File: src/rtl/fsd_core.sv
// fsd_core: multi-channel frequency/period measurement front end.
//   - Per channel a programmable local oscillator (lo_out, period = cycle clocks)
//     and a mixer output mix_out = mix_in ^ lo_out.
//   - Per channel two period meters (mixer input and signal input) that average
//     2^AVG_LOG2 consecutive periods and flag counter saturation.
//   - Level/ack read port returning one latched result at a time.
// Ports:
//   clk24M, rst                  clock, asynchronous active-high reset
//   mix_in, sig_in   [NCH]       asynchronous measurement inputs
//   lo_out, mix_out  [NCH]       oscillator and mixer outputs
//   cfg_we/cfg_ch/cfg_cycle      LO cycle write (restarts the channel phase)
//   rd_req/rd_ch/rd_sel          read request, channel, 0 = raw / 1 = signal
//   rd_ack/rd_data/rd_valid/rd_ovf  read response

// Period meter for one asynchronous input.
// Ports: clk_i, rst_i, din_i (async input), res_o / valid_o / ovf_o (averaged result).
module fsd_meas #(
    parameter int W        = 16,
    parameter int AVG_LOG2 = 2
) (
    input  logic         clk_i,
    input  logic         rst_i,
    input  logic         din_i,
    output logic [W-1:0] res_o,
    output logic         valid_o,
    output logic         ovf_o
);
    localparam int SW = W + AVG_LOG2;
    localparam int NW = AVG_LOG2 + 1;
    localparam logic [NW-1:0] LAST = NW'((1 << AVG_LOG2) - 1);

    // sync_q[1:0] is the synchroniser, sync_q[2] the history bit for edge detect
    logic [2:0]    sync_q;
    logic          edge_q;
    logic          armed_q;
    logic [W-1:0]  cnt_q;
    logic [SW-1:0] sum_q;
    logic [NW-1:0] n_q;
    logic          sat_q;
    logic [W-1:0]  res_q;
    logic          valid_q;
    logic          ovf_q;

    logic [SW-1:0] sum_d;
    logic          sat_d;

    // The period just ended is the counter value seen alongside the edge pulse.
    assign sum_d = sum_q + SW'(cnt_q);
    assign sat_d = sat_q | (cnt_q == '1);

    always_ff @(posedge clk_i or posedge rst_i) begin
        if (rst_i) begin
            sync_q  <= '0;
            edge_q  <= 1'b0;
            armed_q <= 1'b0;
            cnt_q   <= '0;
            sum_q   <= '0;
            n_q     <= '0;
            sat_q   <= 1'b0;
            res_q   <= '0;
            valid_q <= 1'b0;
            ovf_q   <= 1'b0;
        end else begin
            sync_q <= {sync_q[1:0], din_i};
            edge_q <= sync_q[1] & ~sync_q[2];

            if (edge_q) begin
                cnt_q <= W'(1);
            end else if (cnt_q != '1) begin
                cnt_q <= cnt_q + W'(1);
            end

            if (edge_q) begin
                if (!armed_q) begin
                    armed_q <= 1'b1;
                end else if (n_q == LAST) begin
                    res_q   <= sat_d ? '1 : W'(sum_d >> AVG_LOG2);
                    ovf_q   <= sat_d;
                    valid_q <= 1'b1;
                    sum_q   <= '0;
                    n_q     <= '0;
                    sat_q   <= 1'b0;
                end else begin
                    sum_q <= sum_d;
                    n_q   <= n_q + NW'(1);
                    sat_q <= sat_d;
                end
            end
        end
    end

    assign res_o   = res_q;
    assign valid_o = valid_q;
    assign ovf_o   = ovf_q;
endmodule

module fsd_core #(
    parameter int NCH      = 3,
    parameter int LO_W     = 16,
    parameter int RAW_W    = 16,
    parameter int SIG_W    = 24,
    parameter int AVG_LOG2 = 2,
    parameter int LO_RST   = 100
) (
    input  logic             clk24M,
    input  logic             rst,
    input  logic [NCH-1:0]   mix_in,
    input  logic [NCH-1:0]   sig_in,
    output logic [NCH-1:0]   lo_out,
    output logic [NCH-1:0]   mix_out,
    input  logic             cfg_we,
    input  logic [2:0]       cfg_ch,
    input  logic [LO_W-1:0]  cfg_cycle,
    input  logic             rd_req,
    input  logic [2:0]       rd_ch,
    input  logic             rd_sel,
    output logic             rd_ack,
    output logic [SIG_W-1:0] rd_data,
    output logic             rd_valid,
    output logic             rd_ovf
);
    logic [LO_W-1:0]  cycle_q [NCH];
    logic [LO_W-1:0]  lo_cnt_q [NCH];
    logic [NCH-1:0]   lo_q;

    logic [RAW_W-1:0] raw_res [NCH];
    logic [NCH-1:0]   raw_valid;
    logic [NCH-1:0]   raw_ovf;
    logic [SIG_W-1:0] sig_res [NCH];
    logic [NCH-1:0]   sig_valid;
    logic [NCH-1:0]   sig_ovf;

    logic             rd_ack_q;
    logic [SIG_W-1:0] rd_data_q;
    logic             rd_valid_q;
    logic             rd_ovf_q;

    logic [SIG_W-1:0] sel_data_d;
    logic             sel_valid_d;
    logic             sel_ovf_d;

    // Local oscillators; cycles below 2 park the channel low.
    always_ff @(posedge clk24M or posedge rst) begin
        if (rst) begin
            for (int i = 0; i < NCH; i++) begin
                cycle_q[i]  <= LO_W'(LO_RST);
                lo_cnt_q[i] <= '0;
            end
            lo_q <= '0;
        end else begin
            for (int i = 0; i < NCH; i++) begin
                if (cfg_we && (cfg_ch == 3'(i))) begin
                    cycle_q[i]  <= cfg_cycle;
                    lo_cnt_q[i] <= '0;
                    lo_q[i]     <= 1'b0;
                end else if (cycle_q[i] < LO_W'(2)) begin
                    lo_cnt_q[i] <= '0;
                    lo_q[i]     <= 1'b0;
                end else begin
                    if (lo_cnt_q[i] == cycle_q[i] - LO_W'(1)) begin
                        lo_cnt_q[i] <= '0;
                        lo_q[i]     <= 1'b1;
                    end else begin
                        lo_cnt_q[i] <= lo_cnt_q[i] + LO_W'(1);
                        if (lo_cnt_q[i] == (cycle_q[i] >> 1) - LO_W'(1)) begin
                            lo_q[i] <= 1'b0;
                        end
                    end
                end
            end
        end
    end

    assign lo_out  = lo_q;
    assign mix_out = mix_in ^ lo_q;

    for (genvar g = 0; g < NCH; g++) begin : g_ch
        fsd_meas #(.W(RAW_W), .AVG_LOG2(AVG_LOG2)) u_mix (
            .clk_i   (clk24M),
            .rst_i   (rst),
            .din_i   (mix_in[g]),
            .res_o   (raw_res[g]),
            .valid_o (raw_valid[g]),
            .ovf_o   (raw_ovf[g])
        );
        fsd_meas #(.W(SIG_W), .AVG_LOG2(AVG_LOG2)) u_sig (
            .clk_i   (clk24M),
            .rst_i   (rst),
            .din_i   (sig_in[g]),
            .res_o   (sig_res[g]),
            .valid_o (sig_valid[g]),
            .ovf_o   (sig_ovf[g])
        );
    end

    // Unmatched channel numbers fall through to all-zero.
    always_comb begin
        sel_data_d  = '0;
        sel_valid_d = 1'b0;
        sel_ovf_d   = 1'b0;
        for (int i = 0; i < NCH; i++) begin
            if (rd_ch == 3'(i)) begin
                sel_data_d  = rd_sel ? sig_res[i] : SIG_W'(raw_res[i]);
                sel_valid_d = rd_sel ? sig_valid[i] : raw_valid[i];
                sel_ovf_d   = rd_sel ? sig_ovf[i] : raw_ovf[i];
            end
        end
    end

    always_ff @(posedge clk24M or posedge rst) begin
        if (rst) begin
            rd_ack_q   <= 1'b0;
            rd_data_q  <= '0;
            rd_valid_q <= 1'b0;
            rd_ovf_q   <= 1'b0;
        end else if (rd_ack_q) begin
            if (!rd_req) begin
                rd_ack_q <= 1'b0;
            end
        end else if (rd_req) begin
            rd_ack_q   <= 1'b1;
            rd_data_q  <= sel_data_d;
            rd_valid_q <= sel_valid_d;
            rd_ovf_q   <= sel_ovf_d;
        end
    end

    assign rd_ack   = rd_ack_q;
    assign rd_data  = rd_data_q;
    assign rd_valid = rd_valid_q;
    assign rd_ovf   = rd_ovf_q;
endmodule

File: config.mk
export PLATFORM = sky130hd
export DESIGN_NAME = fsd_core
export DESIGN_NICKNAME = d
export VERILOG_FILES = /design/src/rtl/fsd_core.sv
export SDC_FILE = /design/constraint.sdc
export NUM_CORES = 2
export LEC_CHECK = 0
export BUFFER_PORTS_ARGS = -buffer_cell sky130_fd_sc_hd__buf_2
export CAP_MARGIN = 20
export CORE_ASPECT_RATIO = 0.75
export CORE_MARGIN = 2
export CORE_UTILIZATION = 40
export CTS_CLUSTER_SIZE = 12
export DETAILED_ROUTE_END_ITERATION = 7
export PLACE_DENSITY = 0.66
export SLEW_MARGIN = 10
export SYNTH_ARGS = -nofsm -noshare
export SYNTH_HDL_FRONTEND = slang
export SYNTH_SLANG_ARGS = --single-unit
export TNS_END_PERCENT = 20
File: constraint.sdc
create_clock -name clk24M -period 15 [get_ports clk24M]
set_input_delay 0.75 -clock clk24M [delete_from_list [all_inputs] [get_ports clk24M]]
set_output_delay 0.75 -clock clk24M [all_outputs]
set_load 0.05 [all_outputs]
==> out/results.tsv <==
metric	value	unit
# DRC	0	
number of H-tree levels	2	
TritonCTS Sinks	564	
Finished Layout Cells	4262	
asr flop ratio synth	100.0	%
Seq/Total Area, Yosys	45.00	%
die area	0.08074	mm2
Slew HR	30.04	%
Setup WS post-layout	11.60	ns
Max Fanout on Critical Path	6	
fmax	293.8	MHz
First-pass DRT Iterations	8	
crit share post-route	22.69	%
Tightest Hold Check Type	input pin to async pin	
Final HPWL DP	52260	um
final hold vios	0	
outcome	completed	
fill cell count	7413	
top cell type by total area after synthesis	dfrtp_1	
cts hold-fix bufs	0	
I/O Buffers	65	
RSZ-0062 raised after global routing	false	
Slew Limit Fails	0	
Area Growth Syn to Fin	9.711	%
VDD IR max	0.0001284	V
first-pass GRT wire length	120300	um
initial antenna violation count	1	
placed cells	4161	
Die Ht	246.6	um
top cells by area, synth	dfrtp_1 44%, ha_1 5.6%, xor2_1 4.9%	
WL met2	28800	um
drt total wl	73440	um
Final #Nets	3367	
core area	0.07729	mm2
Final min period	3.403	ns
worst skew pair latency	0.65	ns
via-per-instance ratio	5.487	
WL met1	39130	um
Hold WS	0.1880	ns
total power	4.805	mW
RePlAce Congestion	0.8827	
area share of the largest cell type after synthesis	44.25	%
vias in the first global route	21860	
Vias	23380	
Max clock buf depth	3	
worst endpoint data arrival time	3.85	ns
share of cells above drive strength 1	9.113	%
Clk pin slew, worst setup/hold paths	0.06	ns
Multi-input gate area	0.01632	mm2
CP endpoint kind	flip-flop	
DR top layer	met4	
Placement Rows	88	
Detailed Route Iter0 Violations	1857	
DP Worst Slack	11.05	ns
CTS tree	done	
ANT nets after route	0	
Most used DFF post-synth	dfrtp_1	
TNS Setup	0	ns
cts repair resizes	0	
Startpoint Class	flip-flop	
Setup Skew	0.03730	ns
Starting Density	40.60	%
PD cells	139.5	mW/mm2
Leak	15.59	nW
FF+latch area	0.01412	mm2
cts bufs inserted	58	
Global Route Usage Sum	18.09	%
Worst Tran Pin Value	1.041	ns
routed wl met3	4004	um
MaxCap Viol Count	0	
Post-synth EDFFs	0	
die span in x	327.4	um
grt total ovfl	0	
Root Driver	clkbuf_16	
largest net degree at the start of global routing	165	
Syn Area/Cell	9.832	um2
#FFs+latches synth	564	
Finish-stage setup viols	0	
worst endpoint required time	15.45	ns
Yosys cell types	80	
Gate Count Post-Synth	3192	
net count after synthesis	3372	
Synth Cell Area	0.03139	mm2
I/O Pins	66	
critical path class	flip-flop to flip-flop	
wire length per cell	17.23	um
Synth warnings	0	
post-CTS setup buffer count	0	
## worst paths after layout
path                                               startpoint                             endpoint  slack [ns]  cells past startpoint
setup / recovery           g_ch[1].u_sig.cnt_q[3]$_DFFE_PP0P_  g_ch[1].u_sig.res_o[22]$_DFFE_PP0P_       11.60                     10
hold / removal                                            rst    g_ch[1].u_mix.sync_q[0]$_DFF_PP0_        0.19                      2
setup reg to reg           g_ch[1].u_sig.cnt_q[3]$_DFFE_PP0P_  g_ch[1].u_sig.res_o[22]$_DFFE_PP0P_       11.60                     10
hold reg to reg             g_ch[1].u_sig.sync_q[0]$_DFF_PP0_    g_ch[1].u_sig.sync_q[1]$_DFF_PP0_        0.35                      0
max in group asynchronous                                 rst  g_ch[1].u_sig.cnt_q[21]$_DFFE_PP0P_       11.91                      5
min in group clk24M                                 sig_in[2]    g_ch[2].u_sig.sync_q[0]$_DFF_PP0_        0.23                      1
## cell type report
cell class	instances	share of cell area (%)
Clock inverter	13	0.5632
Inverter	82	0.9048
Sequential cell	564	41.02
Clock buffer	86	4.782
Multi-Input combinational cell	2392	47.40
Tap cell	1035	3.761
Antenna cell	1	0.007267
Timing Repair Buffer	89	1.563
## routing by layer
metal | vias up | GRT usage, %
li1 | 11410 | -
met1 | 11400 | 29.09
met2 | 493 | 24.38
met3 | 89 | 3.349
met4 | 0 | 4.331
met5 | - | 0
## stage by stage
stage | cell area, um2 | util (%)
finish | 34430 | 44.55
CTS | 34420 | 44.53
global placement | 32580 | 42.14
floorplan | 31390 | -
global route | 34430 | 44.54
detailed placement | 32580 | 42.14
## placed cells by master, fill, tap and decap left out, drive strengths merged, types with 19 or more instances in the layout
cell type  count
dfrtp        555
buf           89
mux2          57
nor2b         30
o221ai        28
a21oi        154
nor2         329
ha           141
nand2        226
xnor2        171
and3          49
o21ai        185
a22o         108
o21a          26
o31ai         19
nand3        101
inv           82
clkbuf        86
or3           42
xor2         177
a211oi        23
o22a          92
nand4         43
or2           23
a31oi         27
nor3          58
nand2b        33
a21o          37
mux2i         46
## worst max-delay path, stage by stage, from the launching register on
cell and delay [ns]:
dfrtp_1 0.43, ha_1 0.34, o21ai_0 0.33, a21oi_1 0.15, o211a_1 0.27, o32ai_1 0.65, o21a_1 0.26, o21ai_0 0.15
a211oi_1 0.39, xnor2_1 0.18, a22oi_1 0.09
## kinds of logic after synthesis
| family | share of synthesized area [%] |
|---|---|
| AND/OR/NAND/NOR | 15.62 |
| AO/OA/AOI/OAI | 17.07 |
| flip-flops | 45.00 |
| XOR/XNOR | 9.711 |
| buffers and inverters | 3.070 |
| adder cells (fa/ha/maj) | 6.004 |
| multiplexers | 3.512 |
## power breakdown
| part | total [mW] | internal [mW] | switching (mW) | leakage, nW |
|---|---|---|---|---|
| clock | 1.44 | 0.823 | 0.620 | 0.899 |
| sequential | 2.12 | 1.82 | 0.294 | 7.27 |
| combinational | 1.25 | 0.557 | 0.688 | 7.43 |
## synth_stat cells (26+ instances only)
cell type	n
ha_1	141
clkbuf_1	116
or3_1	42
nand2_1	225
a31oi_1	27
inv_1	82
xnor2_1	171
dfrtp_1	555
nor2b_1	30
o22a_1	92
a21o_1	37
and3_1	48
o21ai_0	181
o221ai_1	28
nand2b_1	32
nand3_1	101
nor2_1	319
a21oi_1	154
xor2_1	177
mux2_2	57
nor3_1	54
mux2i_1	46
a22o_1	108
nand4_1	43
o21a_1	26
## state kept, by name, summed over array words and instances, names as in the netlist, 9 cells and up
name,flops
g_ch.u_mix.res_o,48
lo_cnt_q,48
g_ch.u_mix.sum_q,54
rd_data,24
cycle_q,48
g_ch.u_mix.sync_q,9
g_ch.u_sig.sum_q,78
g_ch.u_mix.cnt_q,48
g_ch.u_sig.n_q,9
g_ch.u_sig.res_o,72
g_ch.u_sig.sync_q,9
g_ch.u_mix.n_q,9
g_ch.u_sig.cnt_q,72
No activity file was read; power rests on OpenSTA's default activity.
